--- config.mk ---
export PLATFORM = sky130hd
export DESIGN_NAME = fp8_add_sequencer
export DESIGN_NICKNAME = d
export VERILOG_FILES = /design/src/rtl/fp8_add_sequencer.sv
export SDC_FILE = /design/constraint.sdc
export NUM_CORES = 1
export LEC_CHECK = 0
export BUFFER_PORTS_ARGS = -buffer_cell sky130_fd_sc_hd__buf_2
export CAP_MARGIN = 10
export CELL_PAD_IN_SITES_DETAIL_PLACEMENT = 0
export CELL_PAD_IN_SITES_GLOBAL_PLACEMENT = 1
export CORE_AREA = 5 5 90 92
export CTS_BUF_LIST = sky130_fd_sc_hd__clkbuf_16
export DETAILED_ROUTE_END_ITERATION = 7
export DIE_AREA = 0 0 95 97
export PLACE_DENSITY_LB_ADDON = 0.12
export SLEW_MARGIN = 10
export SYNTH_ARGS = -nofsm -noshare
export SYNTH_HDL_FRONTEND = slang
export SYNTH_SLANG_ARGS = --single-unit
--- constraint.sdc ---
create_clock -name clock -period 2.8 [get_ports clock]
set_input_delay 0.28 -clock clock [delete_from_list [all_inputs] [get_ports clock]]
set_output_delay 0.28 -clock clock [all_outputs]
set_load 0.01 [all_outputs]
--- src/rtl/fp8_add_sequencer.sv ---
// Feeds operand pairs from a byte FIFO into a single-shot E4M3 adder,
// clears it, waits a fixed settle window, and returns the sum on a valid/ready port.
module fp8_add_sequencer #(
  parameter int unsigned FIFO_DEPTH    = 4,
  parameter int unsigned SETTLE_CYCLES = 5,
  parameter int unsigned CNT_W         = 8
) (
  input  logic             clock,
  input  logic             reset,
  input  logic             in_valid,
  output logic             in_ready,
  input  logic [7:0]       in_data,
  output logic [7:0]       adder_a,
  output logic [7:0]       adder_b,
  output logic             adder_clear,
  input  logic [7:0]       adder_y,
  output logic             out_valid,
  input  logic             out_ready,
  output logic [7:0]       out_data,
  output logic [CNT_W-1:0] pair_count
);

  localparam int unsigned PTR_W  = (FIFO_DEPTH > 1) ? $clog2(FIFO_DEPTH) : 1;
  localparam int unsigned FCNT_W = $clog2(FIFO_DEPTH + 1);
  localparam int unsigned SET_W  = (SETTLE_CYCLES > 1) ? $clog2(SETTLE_CYCLES) : 1;

  typedef enum logic [2:0] {IDLE, FETCH_B, CLEAR, SETTLE, HOLD} state_t;

  state_t              state;
  logic [7:0]          mem [FIFO_DEPTH];
  logic [PTR_W-1:0]    wr_ptr;
  logic [PTR_W-1:0]    rd_ptr;
  logic [FCNT_W-1:0]   count;
  logic [SET_W-1:0]    settle_cnt;
  logic                push;
  logic                pop;
  logic                pair_ready;

  assign in_ready    = (count != FCNT_W'(FIFO_DEPTH));
  assign push        = in_valid && in_ready;
  assign pair_ready  = (count >= FCNT_W'(2));
  assign pop         = ((state == IDLE) && pair_ready) || (state == FETCH_B);
  assign adder_clear = !reset || (state == CLEAR);

  // Storage needs no reset; occupancy is tracked by the pointers and count.
  always_ff @(posedge clock) begin
    if (push) mem[wr_ptr] <= in_data;
  end

  always_ff @(posedge clock or negedge reset) begin
    if (!reset) begin
      wr_ptr <= '0;
      rd_ptr <= '0;
      count  <= '0;
    end else begin
      if (push) wr_ptr <= wr_ptr + PTR_W'(1);
      if (pop)  rd_ptr <= rd_ptr + PTR_W'(1);
      case ({push, pop})
        2'b10:   count <= count + FCNT_W'(1);
        2'b01:   count <= count - FCNT_W'(1);
        default: count <= count;
      endcase
    end
  end

  // Pair sequencing: fetch a, fetch b, clear the adder, settle, hold the result.
  always_ff @(posedge clock or negedge reset) begin
    if (!reset) begin
      state      <= IDLE;
      adder_a    <= '0;
      adder_b    <= '0;
      out_data   <= '0;
      out_valid  <= 1'b0;
      pair_count <= '0;
      settle_cnt <= '0;
    end else begin
      case (state)
        IDLE: begin
          if (pair_ready) begin
            adder_a <= mem[rd_ptr];
            state   <= FETCH_B;
          end
        end
        FETCH_B: begin
          adder_b <= mem[rd_ptr];
          state   <= CLEAR;
        end
        CLEAR: begin
          settle_cnt <= SET_W'(SETTLE_CYCLES - 1);
          state      <= SETTLE;
        end
        SETTLE: begin
          if (settle_cnt == '0) begin
            out_data  <= adder_y;
            out_valid <= 1'b1;
            state     <= HOLD;
          end else begin
            settle_cnt <= settle_cnt - SET_W'(1);
          end
        end
        HOLD: begin
          if (out_ready) begin
            out_valid  <= 1'b0;
            pair_count <= pair_count + CNT_W'(1);
            state      <= IDLE;
          end
        end
        default: state <= IDLE;
      endcase
    end
  end

endmodule

-- Word level (Yosys, flattened, before mapping)
Memories as Yosys holds them, arrays and structs flattened.
Cells that the tools add are included.
W data, S select, Z words.
- $add $sub $neg: 6
- $lt $le $gt $ge: 1
- equal/unequal tests: 11
- muxes and demuxes: 12
- reductions and logical operators: 16
- operators with widths (cell ; number):
    $pmux W3 S5 ; 1
    $mux W3 ; 4
    $pmux W3 S2 ; 2
    $add A8 B1 Y8 const B ; 1
    $ne A2 B2 Y1 const B ; 4
    $reduce_and A2 Y1 ; 4
    $eq A3 B2 Y1 const B ; 2
    $logic_not A3 Y1 ; 2
    $reduce_and A3 Y1 ; 2
    $reduce_bool A2 Y1 ; 3
    $sub A3 B1 Y3 const B ; 2
    $add A2 B1 Y2 const B ; 2
    $mux W1 ; 4
    $add A3 B1 Y3 const B ; 1
    $eq A3 B1 Y1 const B ; 1
    $eq A3 B3 Y1 const B ; 1
    $ge A3 B2 Y1 const B ; 1
    $ne A3 B3 Y1 const B ; 1
    $eq A2 B1 Y1 const B ; 1
    $eq A2 B2 Y1 const B ; 1
    $logic_and A1 B1 Y1 ; 2
    $logic_or A1 B1 Y1 ; 2
    $pmux W1 S2 ; 1
    $logic_not A1 Y1 ; 1
- register bits: 46
- memory bits (writable): 32
- bits of input ports: 20
- output and inout bits: 35
- logic and storage cells: 57
- memories: 1
- memories (name ; depth ; width ; read ports ; clocked after Yosys merged registers in ; write ports ; RTL line ; source):
    mem ; 4 ; 8 ; 1 ; 0 ; 1 ; 30 ; logic [7:0] mem [FIFO_DEPTH];

-- Depth between registers and ports, before layout
Gate-level depths: netlist (run 1).
- depth after elaboration: 5
- depth in mapped cells: 10
- depth with buffers taken out: 10

-- Least setup slack after synthesis (run 1)
Ideal clock, no wire load.
- path kind: register -> register
- from: register count[1]
- to: register count[2]
- library setup time: 0.079 ns
- arrival time: 1.931 ns
- data required time: 2.721 ns
- setup slack: 0.789 ns
- cell stages (with the launch flop): 11
- path buffers: 0
- period minus slack after synthesis: 2.011 ns
- path through: dfrtp_1 inv_1 nand3_1 and2_1 inv_1 ha_1 inv_1 fa_1 xor2_1 nor2_1 xor2_1
- elaborated cells on any way between the ends: 11
- those cells by class: add/sub (2); order compare (1); eq/ne (3); mux (1); reduce/logical (4)
- RTL lines (what ; RTL line ; source):
    start, declared ; 33 ; logic [FCNT_W-1:0] count;
    start signal, assigned ; 59 ; 2'b10: count <= count + FCNT_W'(1);
    start signal, assigned ; 60 ; 2'b01: count <= count - FCNT_W'(1);
    start signal, assigned ; 61 ; default: count <= count;
    $ne A3 B3 Y1 (*) ; 39 ; assign in_ready = (count != FCNT_W'(FIFO_DEPTH));
    named net in_ready ; 11 ; output logic in_ready,
    $logic_and A1 B1 Y1 (*) ; 40 ; assign push = in_valid && in_ready;
    $eq A2 B1 Y1 or $eq A2 B2 Y1 (tied branches) ; 58 ; case ({push, pop})
    $pmux W3 S2 or $reduce_bool A2 Y1 (tied branches) ; - ;
The timed path passes the listed nets; every way through them passes the cells marked *.
A chain may end at the register's enable or synchronous reset.

-- Worst setup path after layout (run 1)
- from: register state[0]
- to: register count[2]
- longest elaborated chain between the ends: 5
- elaborated cells on any way between the ends: 8
- those cells by class: eq/ne (3); mux (1); reduce/logical (4)
- RTL lines (what ; RTL line ; source):
    start, declared ; 29 ; state_t state;
    start signal, assigned ; 69 ; state <= IDLE;
    start signal, assigned ; 81 ; state <= FETCH_B;
    start signal, assigned ; 86 ; state <= CLEAR;
    $logic_not A3 Y1 ; 42 ; assign pop = ((state == IDLE) && pair_ready) || (state == FETCH_B);
    $logic_and A1 B1 Y1 ; 42 ;
    $logic_or A1 B1 Y1 (*) ; 42 ;
    named net pop ; 36 ; logic pop;
    $eq A2 B1 Y1 or $eq A2 B2 Y1 (tied branches) ; 58 ;
    $pmux W3 S2 or $reduce_bool A2 Y1 (tied branches) ; - ;
Marked as above.

==> results by group, run 1 <==
Run status
  – Run status: completed

Detailed routing
  – Wire length the detailed router placed on met1: 2550 um
  – WL met2: 2420 um
  – Final Routed Wirelength: about 5300 um
  – Vias after detailed routing: 1,727
  – Router iterations before antenna repair: 4
  – Number of DRC markers after the initial detailed-route iteration: a little over 40
  – Wire length on met3: 256 um
  – Detail Route Antenna Nets: 0
  – Number of vias per cell after detailed routing: 4.76
  – Routed length per instance: 14.5 um
  – Max layer used: met4
  – Count of unresolved DRC violations after routing: 0

Final layout
  – Post-route core utilization: 54.9%
  – Total area of multi-input combinational cells: 1030 um2
  – Area taken by flip-flops and latches: 2110 um2
  – Signed area change from the synthesized netlist to the final layout: 21.7%
  – Layout cells sized above 1: between 40% and 50%
  – Highest-count cells in the layout ignoring fill and taps: sky130_fd_sc_hd__buf_2, sky130_fd_sc_hd__dfrtp_1, sky130_fd_sc_hd__edfxtp_1
  – Most common library cell in the layout ignoring fill and taps: sky130_fd_sc_hd__buf_2
  – FILL cells: a little over 600
  – Final standard cell count with taps included and fillers excluded: 363
  – Net count reported at finish: 288
  – Total inserted antenna cells: 0

Setup path
  – Flop2flop setup slack: 0.61 ns
  – Worst-path cell with the longest stage delay: sky130_fd_sc_hd__dfrtp_1
  – Number of cells traversed by the worst register-to-register path: 8
  – Arrival time of the worst setup path: 2.44 ns
  – Beginning of the worst register-to-register path: state[0]
  – Setup Crit Path Kind: flop to flop
  – Required time at the endpoint of the critical path: 3.05 ns
  – Type of origin of the critical path: flop
  – Critical Path, Cell by Cell: nor3_1 -> nor3_1 -> ha_1 -> inv_1 -> fa_1 -> xor2_1 -> nor2_1 -> xor2_1
  – Capture instance of the worst register-to-register path: count[2]
  – Top Family by Delay on Critical Path: adder cells
  – Critical path capture point type: flop
  – Buffers plus inverters on the worst setup path: 1
  – Biggest fanout along the worst timing path: 11
  – Largest stage delay, worst path: 0.52 ns

Global route
  – Gr ovfl total: 0
  – Number of antenna violations at the first check in global routing: 0
  – Wire length of the first global-routing pass: 8850 um
  – Pin count of the biggest net entering global routing: 47
  – Vias in the first global route: 1,794
  – Overall track demand over capacity in global routing: 12.5%

Power
  – Total Power Consumption: 4600 uW
  – Power per cell area: 1170 nW/um2
  – Worst vdd rail ir drop: 0.000430 V
  – Leakage Power: 0.00172 uW

Clocking
  – Clock tree from TritonCTS: done
  – Post-cts gate resize count: 0
  – Clock Sinks: 78
  – Number of H-tree branching levels: 3
  – Post-CTS Hold Buffers: 0
  – # Post-CTS Setup Buffers: 0
  – Number of buffers inserted during clock tree synthesis: 9
  – Clock transition time at the flip-flop clock pins of the worst setup and hold paths: 0.06 ns
  – Cell at the root of the clock tree: sky130_fd_sc_hd__clkbuf_16
  – Clk buf depth: 2
  – Clock latency on the worst-skew pair: 0.32 ns

STA
  – Actual transition at the worst max-transition pin: 0.653 ns
  – Setup Skew: 0.00650 ns
  – Maximum achievable frequency: 456 MHz
  – Total Neg Setup Slack: 0 ns
  – Relative slew margins: 56.3%
  – Worst path setup slack after routing: 0.608 ns
  – Final Setup Violations: 0
  – Number of slew-limit violations in the final report: 0
  – Final Hold Violating Endpoints: 0
  – Clock period minus worst slack: between 2 and 2.5 ns
  – Final period util: 78.3%
  – Setup repair after global routing missed its margin: no

Die
  – Core box area: 7140 um2
  – Initial Utilization: 45.1%
  – Vertical extent of the die: 97 um
  – # IOs: 55
  – Die Footprint: 9220 um2
  – Row count: 31
  – Die outline width: 95 um

Synthesis
  – Average cell area after synthesis: 16.2 um2
  – Synthesized area: 3220 um2
  – Synthesized netlist cell count: 199
  – Count of state elements after synthesis: 78
  – Fraction of registers with async set/reset: 59.0%
  – Portion of the post-synthesis area used by sequential elements: between 60% and 70%
  – Ys Warns: 0
  – Syn Nets: approximately 230
  – Top flip-flop cell by instance count after synthesis: sky130_fd_sc_hd__dfrtp_1
  – EDFF count, synth: 32
  – Distinct cell type count after synthesis: 33

Run
  – Count of max-cap constraint violations: 0

Place
  – IO Port Bufs: 54
  – Final RePlAce weighted congestion: 0.718
  – Placed wire-length estimate: 3690 um
  – Setup WS pre-CTS: 0.611 ns
  – Placed insts: 347

Worst hold path
  – Tightest Hold Check Type: input pin to asynchronous set/reset pin
[synth_stat cells (all sizes together) (2+ instances only)]
cell    number  area [um2]
mux4         8         180
ha           8         100
buf          5        37.5
a22o         2        17.5
and3         7        43.8
o21ai        5        25.0
nand2b       2        12.5
xnor2        9        78.8
nor2         6        22.5
nor3         4        31.3
mux2        26         323
edfxtp      32         961
nand2        8        30.0
nand4        4        25.0
inv         10        37.5
dfrtp       46        1150
o21bai       2        15.0
xor2         4        35.0
[worst max path at each step]
stage / start / end / slack [ns] / cells past startpoint
6_report: state[0] / count[2] / 0.61 / 8
5_1_grt: state[0] / count[2] / 0.37 / 8
4_1_cts: state[0] / count[2] / 0.60 / 8
3_5_place_dp: state[0] / count[2] / 0.61 / 8
3_3_place_gp: state[0] / count[2] / 0.68 / 8
2_1_floorplan: count[1] / count[2] / 0.79 / 10
[registers in the layout, indices dropped and copies added, names as in the netlist]
register and flops:
adder_a 8, adder_b 8, count 3, mem 32, out_data 8, out_valid 1, pair_count 8, rd_ptr 2
settle_cnt 3, state 3, wr_ptr 2
[power by group]
part	leakage, uW	switching, uW	internal (uW)
combinational	0.000699	663	754
clock	0.000168	433	868
sequential	0.000851	279	1600
total	0.00172	1380	3220
[per-layer routing]
metal | track usage (%) | vias to the layer above
met5 | 0 | -
met4 | 5.33 | 0
met3 | 4.11 | 4
met2 | 17.7 | 35
met1 | 17.4 | 849
li1 | - | 839
[cell type report]
class	count	share of cell area, %
inverter	10	0.958
tap	99	3.16
clock buffer	9	5.75
clock inverter	7	2.91
sequential	78	53.9
multi-input combinational	105	26.2
timing repair buffer	55	7.09
[per-stage QoR]
| step | hold WS (ns) | instance area (um2) |
|---|---|---|
| 2_1_floorplan | -0.0156 | 3220 |
| 3_3_place_gp | 0.459 | 3580 |
| 3_5_place_dp | 0.447 | 3580 |
| 4_1_cts | 0.0948 | 3920 |
| 5_1_grt | 0.124 | 3920 |
| 6_report | 0.0628 | 3920 |
[cell families (layout without fill, tap and decap cells)]
group	after synthesis	in the layout	synth area share [%]
buffers and inverters	16	81	2.45
muxes	34	34	15.6
AOI/OAI and AO/OA	12	12	2.41
xor gates and xnor gates	13	13	3.54
and+or+nand+nor	37	37	6.65
DFF	78	78	65.6
adders and majority gates	9	9	3.73
Note: power is estimated with default switching activity, not from simulation.
==> run 2: changes to the inputs <==
clock period = 2.2 ns   (was 2.8 ns; I/O delays follow)
==> results by group, run 2 (same netlist as run 1, synthesis figures left out) <==
Run status
  – Run status: finished, violations left
  – Violations in the final reports: negative hold slack

Clocking
  – Post-CTS Hold Buffers: 0 (unchanged)
  – Clock transition time at the flip-flop clock pins of the worst setup and hold paths: 0.06 ns (about the same)
  – # Post-CTS Setup Buffers: 0 (unchanged)
  – Number of H-tree branching levels: 3 (unchanged)
  – Clock tree from TritonCTS: done
  – Clock Sinks: 78 (unchanged)
  – Post-cts gate resize count: 0 (unchanged)
  – Clock latency on the worst-skew pair: 0.32 ns (about the same)
  – Clk buf depth: 2 (unchanged)
  – Cell at the root of the clock tree: sky130_fd_sc_hd__clkbuf_16
  – Number of buffers inserted during clock tree synthesis: 9 (unchanged)

Final layout
  – Most common library cell in the layout ignoring fill and taps: sky130_fd_sc_hd__buf_2
  – Final non-filler cell area: 3940 um2 (+0.61%)
  – Signed area change from the synthesized netlist to the final layout: 22.5%
  – Layout cells sized above 1: 41.1% (+0.96 points)
  – FILL cells: 635 (+3.4%)
  – Register name with the most flops: mem
  – Flip-flop count of the largest register, all copies and words added: 32 (unchanged)
  – Total inserted antenna cells: 0 (unchanged)
  – Net count reported at finish: 294 (+2.1%)
  – Final standard cell count with taps included and fillers excluded: 369 (+1.7%)
  – Highest-count cells in the layout ignoring fill and taps: sky130_fd_sc_hd__buf_2, sky130_fd_sc_hd__dfrtp_1, sky130_fd_sc_hd__edfxtp_1

Detailed routing
  – Count of unresolved DRC violations after routing: 0 (unchanged)
  – Number of DRC markers after the initial detailed-route iteration: 47 (+15%)
  – Wire length on met3: 188 um (-27%)
  – Final Routed Wirelength: 5360 um (+1.9%)
  – Vias after detailed routing: 1,760 (+1.9%)
  – Max layer used: met4
  – Routed length per instance: 14.5 um (+0.26%)
  – Number of vias per cell after detailed routing: 4.77 (+0.25%)
  – Wire length the detailed router placed on met1: 2590 um (+1.6%)
  – Detail Route Antenna Nets: 0 (unchanged)
  – WL met2: 2480 um (+2.4%)
  – Router iterations before antenna repair: 4 (unchanged)

Power
  – Relative contribution of the clock network to total power: 26.4% (-1.9 points)
  – Worst vdd rail ir drop: 0.000594 V (+38%)
  – Total internal power: 4050 uW (+26%)
  – Switching power summed over all nets: 1760 uW (+28%)
  – Power per cell area: 1470 nW/um2 (+26%)
  – Leakage Power: 0.00174 uW (+1.2%)
  – Seq pwr share: 39.8% (-1.1 points)
  – Combinational power share: 33.8% (+3.0 points)
  – Net switching fraction of the power: 30.3% (+0.34 points)

Place
  – Cell area reported after detailed placement: 3620 um2 (+1.3%)
  – Placed wire-length estimate: 3840 um (+4.1%)
  – Placed insts: 353 (+1.7%)
  – IO Port Bufs: 54 (unchanged)
  – Final RePlAce weighted congestion: 0.725 (+0.99%)

Setup path
  – Biggest fanout along the worst timing path: 4 (-7)
  – Critical path capture point type: flop
  – Arrival time of the worst setup path: 2.24 ns (-0.20 ns)
  – Setup Crit Path Kind: flop to flop
  – Type of origin of the critical path: flop
  – Required time at the endpoint of the critical path: 2.45 ns (-0.60 ns)

Global route
  – Wire length of the first global-routing pass: 9350 um (+5.6%)
  – Overall track demand over capacity in global routing: 13.1% (+0.63 points)
  – Number of antenna violations at the first check in global routing: 0 (unchanged)
  – Pin count of the biggest net entering global routing: 47 (unchanged)
  – Gr ovfl total: 0 (unchanged)
  – Vias in the first global route: 1,889 (+5.3%)

STA
  – Actual transition at the worst max-transition pin: 0.573 ns (-0.0796 ns)
  – Number of slew-limit violations in the final report: 0 (unchanged)
  – Final Hold Violating Endpoints: 8 (+8)
  – Total Neg Setup Slack: 0 ns (unchanged)
  – Relative slew margins: 61.8% (+5.5 points)
  – Final Setup Violations: 0 (unchanged)
  – Final period util: 90.6% (+12 points)
  – Setup repair after global routing missed its margin: no
  – Setup Skew: 0.00620 ns (-0.000304 ns)
  – Maximum achievable frequency: 501 MHz (+9.9%)
  – Tightest hold margin: -0.00434 ns (-0.0672 ns)
  – Clock period minus worst slack: 1.99 ns (-0.198 ns)

Die
  – Initial Utilization: 45.1% (unchanged)
  – Row count: 31 (unchanged)
  – Vertical extent of the die: 97 um (unchanged)
  – Core box area: 7140 um2 (unchanged)
  – # IOs: 55 (unchanged)
  – Die outline width: 95 um (unchanged)
  – Die Footprint: 9220 um2 (unchanged)

Run
  – Count of max-cap constraint violations: 0 (unchanged)

Worst hold path
  – Tightest Hold Check Type: input pin to asynchronous set/reset pin
run 2: cell count changes in the layout (fill, tap and decap cells not counted), sizes merged:
cell,previous run,this run
buf,55,61
clkinv,0,2
bufinv,3,2
inv,13,12
run 2: layout make-up:
class / instances / area, um2 / share of cell area [%]
clock buffers: 9 / 225 / 5.71
clock inverters: 7 / 92.6 / 2.35
flip-flops and latches: 78 / 2110 / 53.6
multi-input cells: 105 / 1030 / 26.1
inverters: 10 / 37.5 / 0.952
well taps: 99 / 124 / 3.14
repair buffers: 61 / 323 / 8.19
run 2: power by group through the flow:
stage / Combinational [uW] / Clock [uW] / Sequential [uW]
floorplan: 1300 / 0 / 2400
global placement: 1970 / 0 / 2340
detailed placement: 2010 / 0 / 2350
CTS: 2020 / 1570 / 2320
global route: 2210 / 1630 / 2380
finish: 1960 / 1530 / 2310
run 2: worst paths after layout:
check,start,depth (start not counted),to,slack [ns]
worst max-delay path,count[1],10,count[2],0.21
worst min-delay path,reset,2,adder_a[4],-0.004
worst max register to register,count[1],10,count[2],0.21
worst min register to register,pair_count[7],1,pair_count[7],0.46
max in group asynchronous,reset,2,adder_b[3],1.80
min in group clock,out_ready,2,state[2],0.09
run 2: metal layers:
metal | up-vias | GRT usage [%]
li1 | 853 | -
met1 | 870 | 18.3
met2 | 29 | 19.3
met3 | 8 | 2.95
met4 | 0 | 6.33
met5 | - | 0
run 2: metrics by stage:
stage	hold WS (ns)	setup WS, ns	util, %	total power (uW)
3_5_place_dp	0.385	0.211	50.8	4360
5_1_grt	0.0701	0.0558	55.2	6220
2_1_floorplan	-0.0756	0.189	-	3700
6_report	-0.00434	0.206	55.2	5810
3_3_place_gp	0.391	0.274	50.8	4310
4_1_cts	0.0386	0.188	55.2	5920
run 2: critical path: stages (launching register included):
cell                      delay [ns]
sky130_fd_sc_hd__dfrtp_1        0.41
sky130_fd_sc_hd__inv_1          0.11
sky130_fd_sc_hd__nand3_1        0.10
sky130_fd_sc_hd__and2_1         0.20
sky130_fd_sc_hd__inv_1          0.07
sky130_fd_sc_hd__ha_1           0.17
sky130_fd_sc_hd__inv_1          0.06
sky130_fd_sc_hd__fa_1           0.37
sky130_fd_sc_hd__xor2_1         0.17
sky130_fd_sc_hd__nor2_1         0.11
sky130_fd_sc_hd__xor2_1         0.15
